<file path="src/rtl/increment_scheduler_pkg.sv">
// increment_scheduler_pkg: shared types and helpers for the increment scheduler.
// Rev 1.0
`default_nettype none
package increment_scheduler_pkg;

  localparam int DEF_WIDTH = 4;
  localparam int PTR_W     = 4;  // holds any channel index up to 16 channels

  typedef logic [DEF_WIDTH-1:0] count_t;
  typedef logic [PTR_W-1:0]     ptr_t;

  function automatic ptr_t rr_next(input ptr_t ptr, input int n_ch);
    if (int'(ptr) >= n_ch - 1) return '0;
    return ptr + 1'b1;
  endfunction

endpackage
`default_nettype wire

</file>
<file path="src/rtl/increment_scheduler_rr_arbiter.sv">
// rr_arbiter: combinational round-robin pick of the first eligible channel at or after ptr.
// Rev 1.0
`default_nettype none
module rr_arbiter
  import increment_scheduler_pkg::*;
#(
  parameter int N_CH = 4
) (
  input  logic [N_CH-1:0] eligible_i,
  input  ptr_t            ptr_i,
  output logic [N_CH-1:0] grant_o,
  output ptr_t            grant_idx_o,
  output logic            valid_o
);

  always_comb begin
    grant_o     = '0;
    grant_idx_o = '0;
    valid_o     = 1'b0;
    for (int k = 0; k < N_CH; k++) begin
      int j;
      j = int'(ptr_i) + k;
      if (j >= N_CH) j = j - N_CH;
      if (!valid_o && eligible_i[j]) begin
        valid_o     = 1'b1;
        grant_o[j]  = 1'b1;
        grant_idx_o = PTR_W'(j);
      end
    end
  end

endmodule
`default_nettype wire

</file>
<file path="src/rtl/incrementer.sv">
// incrementer: combinational WIDTH-bit +1 with carry out.
// Rev 1.0
`default_nettype none
module incrementer #(
  parameter int WIDTH = 4
) (
  input  logic [WIDTH-1:0] a,
  output logic [WIDTH-1:0] s,
  output logic             c
);

  assign {c, s} = {1'b0, a} + {{WIDTH{1'b0}}, 1'b1};

endmodule
`default_nettype wire

</file>
<file path="src/rtl/increment_scheduler.sv">
// increment_scheduler: N_CH event counters sharing one incrementer under round-robin arbitration.
// Rev 1.0
`default_nettype none
module increment_scheduler
  import increment_scheduler_pkg::*;
#(
  parameter int WIDTH = 4,
  parameter int N_CH  = 4
) (
  input  logic                  clk,
  input  logic                  reset_n,
  input  logic [N_CH-1:0]       req,
  input  logic [N_CH-1:0]       clear,
  output logic [N_CH-1:0]       grant,
  output logic [N_CH-1:0]       done,
  output logic [N_CH*WIDTH-1:0] count,
  output logic [N_CH-1:0]       ovf,
  output logic [N_CH-1:0]       drop
);

  logic [WIDTH-1:0] count_q [N_CH];
  logic [WIDTH-1:0] count_d [N_CH];
  logic [N_CH-1:0]  pending_q, pending_d;
  logic [N_CH-1:0]  ovf_q, ovf_d;
  logic [N_CH-1:0]  drop_q, drop_d;
  logic [N_CH-1:0]  done_q;
  ptr_t             ptr_q, ptr_d;

  logic [N_CH-1:0]  eligible;
  ptr_t             grant_idx;
  logic             grant_valid;
  logic [WIDTH-1:0] inc_a, inc_s;
  logic             inc_c;

  // A channel being cleared this cycle must not consume the incrementer.
  assign eligible = pending_q & ~clear;

  rr_arbiter #(.N_CH(N_CH)) u_arb (
    .eligible_i  (eligible),
    .ptr_i       (ptr_q),
    .grant_o     (grant),
    .grant_idx_o (grant_idx),
    .valid_o     (grant_valid)
  );

  always_comb begin
    inc_a = '0;
    for (int i = 0; i < N_CH; i++)
      if (grant[i]) inc_a = count_q[i];
  end

  incrementer #(.WIDTH(WIDTH)) u_inc (
    .a (inc_a),
    .s (inc_s),
    .c (inc_c)
  );

  always_comb begin
    count_d   = count_q;
    pending_d = pending_q;
    ovf_d     = ovf_q;
    drop_d    = drop_q;
    ptr_d     = grant_valid ? rr_next(grant_idx, N_CH) : ptr_q;
    for (int i = 0; i < N_CH; i++) begin
      if (clear[i]) begin
        count_d[i]   = '0;
        pending_d[i] = 1'b0;
        ovf_d[i]     = 1'b0;
        drop_d[i]    = 1'b0;
      end else begin
        pending_d[i] = req[i] | (pending_q[i] & ~grant[i]);
        drop_d[i]    = drop_q[i] | (req[i] & pending_q[i] & ~grant[i]);
        if (grant[i]) begin
          count_d[i] = inc_s;
          ovf_d[i]   = ovf_q[i] | inc_c;
        end
      end
    end
  end

  always_ff @(posedge clk or negedge reset_n) begin
    if (!reset_n) begin
      for (int i = 0; i < N_CH; i++) count_q[i] <= '0;
      pending_q <= '0;
      ovf_q     <= '0;
      drop_q    <= '0;
      done_q    <= '0;
      ptr_q     <= '0;
    end else begin
      count_q   <= count_d;
      pending_q <= pending_d;
      ovf_q     <= ovf_d;
      drop_q    <= drop_d;
      done_q    <= grant;
      ptr_q     <= ptr_d;
    end
  end

  for (genvar g = 0; g < N_CH; g++) begin : g_pack
    assign count[g*WIDTH +: WIDTH] = count_q[g];
  end

  assign done = done_q;
  assign ovf  = ovf_q;
  assign drop = drop_q;

endmodule
`default_nettype wire

</file>
<file path="config.mk">
export PLATFORM = sky130hd
export DESIGN_NAME = increment_scheduler
export DESIGN_NICKNAME = d
export VERILOG_FILES = /design/src/rtl/increment_scheduler_pkg.sv /design/src/rtl/increment_scheduler_rr_arbiter.sv /design/src/rtl/incrementer.sv /design/src/rtl/increment_scheduler.sv
export SDC_FILE = /design/constraint.sdc
export NUM_CORES = 1
export LEC_CHECK = 0
export BUFFER_PORTS_ARGS = -buffer_cell sky130_fd_sc_hd__buf_2
export CAP_MARGIN = 20
export CELL_PAD_IN_SITES_DETAIL_PLACEMENT = 0
export CELL_PAD_IN_SITES_GLOBAL_PLACEMENT = 1
export CORE_MARGIN = 1
export CORE_UTILIZATION = 39
export CTS_BUF_LIST = sky130_fd_sc_hd__clkbuf_4 sky130_fd_sc_hd__clkbuf_8 sky130_fd_sc_hd__clkbuf_16
export DETAILED_ROUTE_END_ITERATION = 16
export GPL_ROUTABILITY_DRIVEN = 1
export GPL_TIMING_DRIVEN = 1
export MAX_ROUTING_LAYER = met4
export PLACE_DENSITY = 0.86
export SLEW_MARGIN = 5
export SYNTH_ARGS = -nofsm -noshare
export SYNTH_HDL_FRONTEND = slang
export SYNTH_HIERARCHICAL = 1
export SYNTH_SLANG_ARGS = --single-unit
</file>
<file path="constraint.sdc">
create_clock -name clk -period 3.9 [get_ports clk]
set_clock_uncertainty 0.15 [all_clocks]
set_input_delay 0.78 -clock clk [delete_from_list [all_inputs] [get_ports clk]]
set_output_delay 0.78 -clock clk [all_outputs]
set_load 0.005 [all_outputs]
</file>
==> flow_metrics.tcl <==
set metrics [dict create \
    wl_um 7510 \
    reg2reg_slack_ns 0.09 \
    yosys_warnings 6 \
    antenna_cells 0 \
    nNetsFinal 434 \
    timing.rr.start "ptr_q[1]" \
    synth_cell_types 57 \
    core_um2 6790 \
    timing.rr.end "ovf[1]" \
    grt_max_degree 37 \
    io_pins 42 \
    clkTransAtPathRegs_ns 0.08 \
    synthFlopType "dfrtp_1" \
    min_period_over_period_pct 98.8 \
    drtIter0Drc 151 \
    ys_async_sr_fraction_pct 100 \
    cp_common_cell "buf_6" \
    portBuffers 41 \
    clock_path_buffers 2 \
    grt_pass1_wl_um 11900 \
    r2r_cells 19 \
    hold_viol 0 \
    dieArea_um2 7410 \
    timing.fmax_mhz 260 \
    synth_seq_cells 36 \
    final_layout_size_suffix_gt1_share_pct 43.5 \
    finalSetupViolCount 0 \
    worstSkewPairLatency_ns 0.29 \
    cp_cell_sequence "ha_2, buf_6, xnor2_4, ha_4, ha_4, inv_2, a31oi_4, mux2i_2, nor4_4, buf_4, a221o_1, buf_6, buf_6" \
    cts_buffers 5 \
    pwr-share-seq_pct 19.7 \
    overflow 0 \
    syn_inst 302 \
    p_clk_share_pct 10.0 \
    synth_area_per_cell_um2 9.13 \
    gp_congestion 0.989 \
    comb_power_share_pct 70.3 \
    antenna_left 0 \
    start_util_pct 40.6 \
    grt_usage_pct 20.7 \
    min_from "drop[1]" \
    synth_area_um2 2760 \
    worstSetupStartpointType "flop" \
    hpwl_um 5410 \
    syn_to_final_growth_pct 39.6 \
    holdPathEnd "drop[1]" \
    die_w_um 86.1 \
    worst_slew_pin_slew_ns 0.822 \
    total_leakage_power_nw 1.83 \
    cp.arrival_ns 2.92 \
    p_total_mw 2.64 \
    antenna_found_initial 0 \
    crit_type "reg -> out" \
    first_pass_iters 4 \
    ir_drop_mv 0.330 \
    status "complete, no violations" \
    relSlewSlack_pct 45.2 \
    viasPerCell 5.30 \
    switching_power_mw 1.15 \
    hold_path.class "reg -> reg" \
    die_h_um 86.1 \
    wire_per_inst_um 15.1 \
    final_cell_area_um2 3850 \
    powerDensity_nw_per_um2 686 \
    crit_slowest_cell "dfrtp_1" \
    tritoncts "built" \
    filler_cell_count 581 \
    placed_area_um2 3340 \
    crit_required_ns 2.97 \
    critPathCaptureType "primary output" \
    post-route-min-period_ns 3.85 \
    drc 0 \
    min_path_cells 2 \
    p_sw_share_pct 43.4 \
    maxCapViolations 0 \
    fp-row-count 30 \
    cp_max_fo 4 \
    htreeDepth 2 \
    slew_viol_final 0 \
    synth_fp_nets 335 \
    grt_pass1_vias 2493 \
    cts_root_buf "clkbuf_8" \
    vias 2638 \
    max_stage_delay_ns 0.42 \
    ys_seq_area_share_pct 32.7 \
    holdBufCountCts 0 \
    synth_edf_count 0 \
    cts_sinks 36 \
    p_int_mw 1.50 \
]
-- timing repair --
item | CTS | global route
pin swaps | 1 | 14
gates resized for setup | 10 | 48
setup endpoints to repair | 18 | 20
buffers inserted | 4 | 17
-- cell families after synthesis --
kind of cell | after synthesis | synth area share, %
flops | 36 | 32.7
simple gates | 104 | 20.1
fa+ha+maj | 23 | 10.4
xor+xnor | 9 | 2.86
mux | 21 | 8.62
buf+inv | 41 | 7.26
compound gates | 68 | 18.0
-- per-layer routing --
metal	GRT usage, %	part of all wire, %	vias up	wire (um)
li1	-	-	1264	-
met1	25.9	43	1288	3250
met2	34.6	52	77	3890
met3	4.14	4.0	9	298
met4	4.55	1.1	0	79
met5	-	0	-	0
-- flip-flops by register name, indices dropped and copies added, names as in the netlist --
register / cells
pending_q: 4
drop: 4
ptr_q: 4
ovf: 4
count: 16
done: 4
-- through the flow --
stage	hold slack, ns	worst slack [ns]	util [%]	cells	setup TNS [ns]
5_1_grt	0.386	-0.0669	56.6	498	-0.556
6_report	0.343	0.0476	56.6	498	0
3_5_place_dp	0.332	-0.261	49.2	470	-2.78
3_3_place_gp	0.324	-0.205	49.2	470	-2.18
2_1_floorplan	0.334	0.00850	-	302	0
4_1_cts	0.350	0.0121	51.7	482	0
-- how the worst max path moves through the flow --
stage                        start   endpoint  slack (ns)
after global placement    clear[3]   count[6]       -0.21
final                     ptr_q[1]   grant[3]        0.05
after detailed placement  clear[3]  count[10]       -0.26
after CTS                 ptr_q[1]   grant[2]        0.01
after global routing      ptr_q[1]   count[6]       -0.07
after floorplan           ptr_q[0]  count[10]       0.008
-- critical path: cells and delay by family, from the launching register on --
family	cells	cell delay [ns]
buffers and inverters	5	0.57
AO/OA/AOI/OAI	2	0.55
adder cells (fa/ha/maj)	3	0.51
flip-flops	1	0.42
multiplexers	1	0.32
XOR/XNOR	1	0.19
AND/OR/NAND/NOR	1	0.06
-- power groups by stage --
stage | registers (mW) | logic, mW | clock network, mW
after global routing | 0.531 | 2.03 | 0.285
after CTS | 0.519 | 1.60 | 0.270
final | 0.521 | 1.86 | 0.264
after detailed placement | 0.526 | 1.54 | 0
after floorplan | 0.527 | 0.996 | 0
after global placement | 0.522 | 1.50 | 0
-- Yosys cell counts (all sizes together), types with 2 or more instances --
cell | n | share of area (%)
nor2 | 46 | 6.9
dfrtp | 36 | 33
inv | 24 | 3.3
ha | 23 | 10
a21oi | 20 | 4.0
mux2i | 17 | 6.2
nor2b | 15 | 3.6
nand2 | 14 | 1.9
buf | 10 | 3.0
clkbuf | 7 | 0.95
o21ai | 7 | 1.3
xnor2 | 7 | 2.2
o22ai | 6 | 1.4
a221o | 5 | 1.8
a22oi | 5 | 1.9
nor3 | 5 | 0.91
o32ai | 5 | 1.6
nand3 | 4 | 0.73
o211ai | 4 | 1.1
and3 | 3 | 0.73
nor4 | 3 | 1.2
or3b | 3 | 0.95
a211o | 2 | 0.64
and2 | 2 | 0.45
mux2 | 2 | 0.82
mux4 | 2 | 1.6
nand2b | 2 | 0.73
nor3b | 2 | 0.54
o31ai | 2 | 0.54
xor2 | 2 | 0.64
-- cells in the final DEF (no fill, tap or decap), types with 3 or more instances in the layout --
| cell type | instances |
|---|---|
| a21oi_1 | 15 |
| a21oi_2 | 4 |
| a221o_1 | 5 |
| a22oi_2 | 3 |
| buf_2 | 39 |
| buf_4 | 60 |
| buf_6 | 10 |
| clkbuf_8 | 5 |
| dfrtp_1 | 34 |
| ha_1 | 15 |
| ha_2 | 3 |
| ha_4 | 5 |
| inv_1 | 19 |
| inv_2 | 5 |
| mux2i_1 | 16 |
| nand2_1 | 13 |
| nand3_1 | 4 |
| nor2_1 | 45 |
| nor2b_1 | 8 |
| nor2b_2 | 6 |
| nor3_1 | 5 |
| o211ai_1 | 4 |
| o21ai_0 | 6 |
| o22ai_1 | 5 |
| o32ai_1 | 4 |
| or3b_2 | 3 |
| xnor2_1 | 3 |
| xnor2_2 | 3 |
-- final cells by class --
cell class / count / area [um2] / area share [%]
clock buffers: 5 / 68.8 / 1.79
clock inverters: 3 / 18.8 / 0.488
well taps: 96 / 120 / 3.12
repair buffers: 109 / 758 / 19.7
flip-flops and latches: 36 / 903 / 23.5
inverters: 24 / 90.1 / 2.34
multi-input cells: 225 / 1890 / 49.1
No activity file was read; power rests on OpenSTA's default activity.
